$ cat src/rtl/step_grid_renderer.sv
// step_grid_renderer: scans the TRACKS x STEPS step grid and emits one registered VGA pixel write per clock
module step_grid_renderer #(
  parameter int STEPS = 16,
  parameter int TRACKS = 4,
  parameter int CELL_W = 32,
  parameter int CELL_H = 32,
  parameter int X0 = 64,
  parameter int Y0 = 112,
  parameter int COLOR_DEPTH = 9,
  parameter logic [COLOR_DEPTH-1:0] C_OFF = 9'o000,
  parameter logic [COLOR_DEPTH-1:0] C_ON = 9'o707,
  parameter logic [COLOR_DEPTH-1:0] C_PH_OFF = 9'o111,
  parameter logic [COLOR_DEPTH-1:0] C_PH_ON = 9'o770,
  parameter logic [COLOR_DEPTH-1:0] C_GRID = 9'o222
) (
  input  logic                       CLOCK_50,
  input  logic                       Resetn,
  input  logic [STEPS*TRACKS-1:0]    pattern,
  input  logic [$clog2(STEPS)-1:0]   playhead,
  input  logic                       redraw_req,
  output logic [9:0]                 VGA_X,
  output logic [8:0]                 VGA_Y,
  output logic [COLOR_DEPTH-1:0]     VGA_COLOR,
  output logic                       plot,
  output logic                       busy,
  output logic                       done
);
  localparam int PXW = $clog2(CELL_W);
  localparam int PYW = $clog2(CELL_H);
  localparam int CW = $clog2(STEPS);
  localparam int RW = $clog2(TRACKS);
  typedef enum logic [1:0] {IDLE, LOAD, DRAW, DONE} state_t;
  state_t state;
  logic [STEPS*TRACKS-1:0] snap_pat;
  logic [CW-1:0] snap_ph, col;
  logic [PXW-1:0] px;
  logic [PYW-1:0] py;
  logic [RW-1:0] row;
  logic pending, last_px, last_py, last_col, last_row, on, ph;
  logic [COLOR_DEPTH-1:0] color;
  always_comb begin
    last_px = px == PXW'(CELL_W - 1);
    last_py = py == PYW'(CELL_H - 1);
    last_col = col == CW'(STEPS - 1);
    last_row = row == RW'(TRACKS - 1);
    on = 1'(snap_pat >> (int'(row) * STEPS + int'(col)));
    ph = col == snap_ph;
    color = (last_px || last_py) ? C_GRID :
            (ph && on) ? C_PH_ON : ph ? C_PH_OFF : on ? C_ON : C_OFF;
  end
  always_ff @(posedge CLOCK_50 or negedge Resetn) begin
    if (!Resetn) begin
      state <= IDLE;
      snap_pat <= '0;
      snap_ph <= '0;
      pending <= 1'b1;
      px <= '0;
      py <= '0;
      col <= '0;
      row <= '0;
      VGA_X <= '0;
      VGA_Y <= '0;
      VGA_COLOR <= '0;
      plot <= 1'b0;
      busy <= 1'b0;
      done <= 1'b0;
    end else begin
      plot <= 1'b0;
      done <= 1'b0;
      pending <= pending | redraw_req;
      case (state)
        IDLE: if (pending || redraw_req || pattern != snap_pat || playhead != snap_ph) state <= LOAD;
        LOAD: begin
          snap_pat <= pattern;
          snap_ph <= playhead;
          pending <= redraw_req;
          px <= '0;
          py <= '0;
          col <= '0;
          row <= '0;
          busy <= 1'b1;
          state <= DRAW;
        end
        DRAW: begin
          plot <= 1'b1;
          VGA_X <= 10'(X0 + CELL_W * int'(col) + int'(px));
          VGA_Y <= 9'(Y0 + CELL_H * int'(row) + int'(py));
          VGA_COLOR <= color;
          px <= last_px ? '0 : px + 1'b1;
          py <= !last_px ? py : last_py ? '0 : py + 1'b1;
          col <= !(last_px && last_py) ? col : last_col ? '0 : col + 1'b1;
          row <= !(last_px && last_py && last_col) ? row : last_row ? '0 : row + 1'b1;
          if (last_px && last_py && last_col && last_row) state <= DONE;
        end
        default: begin
          done <= 1'b1;
          busy <= 1'b0;
          state <= IDLE;
        end
      endcase
    end
  end
endmodule

$ cat config.mk
export PLATFORM = sky130hd
export DESIGN_NAME = step_grid_renderer
export DESIGN_NICKNAME = d
export VERILOG_FILES = /design/src/rtl/step_grid_renderer.sv
export SDC_FILE = /design/constraint.sdc
export NUM_CORES = 1
export LEC_CHECK = 0
export CELL_PAD_IN_SITES_DETAIL_PLACEMENT = 1
export CELL_PAD_IN_SITES_GLOBAL_PLACEMENT = 1
export CORE_MARGIN = 2
export CORE_UTILIZATION = 39
export DETAILED_ROUTE_END_ITERATION = 10
export PLACE_DENSITY_LB_ADDON = 0.1
export REMOVE_ABC_BUFFERS = 1
export SYNTH_ARGS = -nofsm -noshare
export SYNTH_HDL_FRONTEND = slang
export SYNTH_SLANG_ARGS = --single-unit
export TNS_END_PERCENT = 1
$ cat constraint.sdc
create_clock -name CLOCK_50 -period 2.19 [get_ports CLOCK_50]
set_input_delay 0.657 -clock CLOCK_50 [delete_from_list [all_inputs] [get_ports CLOCK_50]]
set_output_delay 0.657 -clock CLOCK_50 [all_outputs]
set_load 0.02 [all_outputs]
==> metrics.md <==
| Metric | Value |
|---|---|
| GR Util All Layers | `0.2193` |
| Fill cells | `1,576` |
| CTS tree | `built` |
| Die Width | `129.5 µm` |
| RSZ-0062 raised after global routing | `true` |
| Root Driver | `clkbuf_16` |
| Top FF cell, synth | `dfrtp_1` |
| Routed WL | `16,910 µm` |
| Antenna violations before repair | `0` |
| Layout Nets | `744` |
| Max-capacitance violation count | `0` |
| Yosys cell types | `42` |
| Sequential share of the synthesized area | `0.4771` |
| Critical R2R Capture | `VGA_COLOR[1]` |
| I/O pin count | `102` |
| Worst-Skew Late Latency | `0.42 ns` |
| Time the worst path needs with I/O delays and setup | `2.517 ns` |
| FF+latch area | `2932 µm²` |
| Crit Path Category | `reg -> reg` |
| Final Non-Filler Cells | `881` |
| Switching share of power | `0.2242` |
| Slowest cell on crit path | `mux4_2` |
| H-tree depth | `4` |
| Clock group share of total power | `0.505` |
| CP delay by family, top | `compound AO/OA/AOI/OAI gates` |
| Placed Instances | `848` |
| Final ANT Viol Nets | `0` |
| Fmax | `397.3 MHz` |
| Gp weighted congestion | `0.7990` |
| Vias per inst | `5.077` |
| Flop pwr share | `0.399` |
| Final slew viol count | `0` |
| Mapped Avg Cell Area | `12.28 µm²` |
| Relative slew slack | `0.5590` |
| Data arrival, critical path | `2.81 ns` |
| WL per Instance | `19.20 µm` |
| Die extent in y | `129.5 µm` |
| Hold WC Path Type | `in -> async` |
| Top cells by count, synth | `116 x dfrtp_1, 91 x mux2_2, 57 x xor2_1, 21 x nand2_1, 20 x o21ai_0` |
| P&R area growth vs syn | `39.21%` |
| Comb pwr share | `0.095` |
| YS warnings | `0` |
| First-pass GRT wire length | `27,480 µm` |
| Final worst slack | `-0.3267 ns` |
| Int Pwr | `4.474 mW` |
| Peak supply drop | `543.8 µV` |
| CP Launch Type | `register` |
| Site Rows | `45` |
| Area leader, netlist | `dfrtp_1` |
| Psw | `1.293 mW` |
| Mapped Cells | `500` |
| Port bufs | `100` |
| Share of the synthesized area in the top cell type | `0.4728` |
| Total gr overflow | `0` |
| First-pass iteration count of the detailed router | `4` |
| Most frequent cell after synthesis | `dfrtp_1` |
| Vias | `4,473` |
| Critical Path Sink Type | `register` |
| Vias in the first global route | `5,081` |
| Tot Pwr | `5.767 mW` |
| 1st-iter DRT viols | `167` |
| Slew @ Worst Pin | `0.6616 ns` |
| Initial Util | `0.4009` |
| Largest net degree at the start of global routing | `70` |
| Failing checks | `setup timing` |
| Fraction of layout cells with a size suffix above 1 | `0.3418` |
| Clk sinks | `117` |
| Core box area | `15,310 µm²` |
| Worst reg2reg setup slack | `-0.33 ns` |
| CP bufs+invs | `3` |
| Area of the die | `16,760 µm²` |
| Worst R2R Path Depth | `9` |
| Clock Pin Slew Worst Setup and Hold Paths | `0.05 ns` |
| Crit path largest cell delay | `0.53 ns` |
| DRC Markers | `0` |
| CTS buffer count | `17` |
| Final period utilization | `1.149` |
| Crit-path cells | `buf_6, mux4_2, a22oi_1, nand4_1, a32oi_2, inv_2, buf_6, ha_4, o22a_1` |
| Synth area leaders | `dfrtp_1 47%, mux2_2 17%, xor2_1 8.1%` |
| Antenna fix cells | `0` |
| LEAKAGE | `3.569 nW` |
| Number of synthesized flops with an enable pin | `0` |
| Reg2reg start | `col[0]` |
| Setup Viol. Count Final | `11` |
| Critical path fanouts, max | `6` |
| Worst EP required | `2.49 ns` |
| Mapped cell area | `6140 µm²` |
| CP dominant cell by count | `buf_6` |
| Seq cells post-synth | `117` |
| Fin. Hold Viols | `0` |
| Pwr dens | `674.7 nW/µm²` |
| Hpwl dp | `12,310 µm` |
| Fin Clk Skew | `0.003997 ns` |
| Outcome | `complete, but fails checks` |
| Clk buf depth | `2` |
| Area of the multi-input gates | `3156 µm²` |
| Asr flop ratio synth | `1.000` |
## area by class of cell
cell class / instances / area share
multi-input cells: 340 / 0.3692
flip-flops and latches: 117 / 0.3430
clock inverters: 9 / 0.01435
well taps: 211 / 0.03089
inverters: 19 / 0.008344
repair buffers: 162 / 0.1760
clock buffers: 23 / 0.05826
## layout by cell type, fill, tap and decap left out, types with 4 or more instances in the layout
| master | instances |
|---|---|
| buf_6 | 6 |
| nand3_1 | 12 |
| mux2_2 | 91 |
| nor2_1 | 13 |
| mux4_2 | 12 |
| ha_1 | 11 |
| buf_4 | 55 |
| dlygate4sd2_1 | 6 |
| nand2b_1 | 6 |
| xor2_1 | 57 |
| and3_1 | 4 |
| xnor2_1 | 18 |
| nor4_1 | 8 |
| nand2_1 | 19 |
| nand4_1 | 9 |
| inv_1 | 18 |
| dfrtp_1 | 114 |
| clkinv_2 | 5 |
| clkbuf_16 | 17 |
| mux2i_1 | 5 |
| clkbuf_8 | 5 |
| clkdlybuf4s50_1 | 93 |
| o21ai_0 | 15 |
| nor4_2 | 6 |
## state kept, by name, summed over array words and instances (netlist names), 4 cells and up
| register | flops |
|---|---|
| VGA_COLOR | 9 |
| VGA_X | 10 |
| VGA_Y | 8 |
| col | 4 |
| px | 5 |
| py | 5 |
| snap_pat | 64 |
| snap_ph | 4 |
## cells by family after synthesis
| kind of cell | share of synthesized area |
|---|---|
| AOI/OAI and AO/OA | 0.05462 |
| xor gates and xnor gates | 0.1070 |
| adders and majority gates | 0.03261 |
| buffers and inverters | 0.02996 |
| DFF | 0.4771 |
| muxes | 0.2203 |
| other | 0.0006108 |
| and+or+nand+nor | 0.07785 |
## how the worst max path moves through the flow
stage	end	from	cells after the start	slack, ns
detailed placement	state[0]	playhead[2]	8	-0.82
finish	VGA_COLOR[1]	col[0]	9	-0.33
floorplan	py[3]	state[1]	7	-0.83
global placement	state[1]	playhead[2]	8	-0.80
global route	VGA_COLOR[4]	col[0]	9	-0.40
CTS	VGA_COLOR[4]	col[0]	9	-0.31
## timing repair
item                       in CTS  in global routing
setup buffers                   1                  0
gates resized for setup        39                  6
hold endpoints to repair        0                  0
pin swaps                      10                  5
hold buffers                    0                  0
setup endpoints to repair      11                 11
## power groups by stage
stage / Clock [mW] / Sequential, mW / Combinational (mW)
finish: 2.91 / 2.30 / 0.550
global route: 3.08 / 2.31 / 0.597
CTS: 2.97 / 2.30 / 0.554
detailed placement: 0 / 2.34 / 0.533
global placement: 0 / 2.33 / 0.518
floorplan: 0 / 2.33 / 0.191
## per-stage QoR
step                      setup TNS, ns  setup slack (ns)  instance area [µm²]  utilization  hold WS (ns)
after floorplan                  -51.49           -0.8267                 6027            -        0.3614
after global placement           -4.621           -0.8035                 7777       0.5078        0.4822
after detailed placement         -4.869           -0.8246                 7777       0.5078        0.4863
after CTS                        -2.289           -0.3078                 8522       0.5565        0.2552
after global routing             -3.191           -0.3958                 8547       0.5581        0.2684
final                            -2.438           -0.3267                 8547       0.5581        0.2349
## layer usage
| layer | GRT usage | vias to the layer above | routed length [µm] |
|---|---|---|---|
| met2 | 0.3950 | 89 | 9035 |
| li1 | - | 2100 | - |
| met4 | 0.05819 | 0 | 217 |
| met3 | 0.04542 | 14 | 561 |
| met5 | 0 | - | 0 |
| met1 | 0.2677 | 2270 | 7099 |
(Power assumes the default switching activity.)
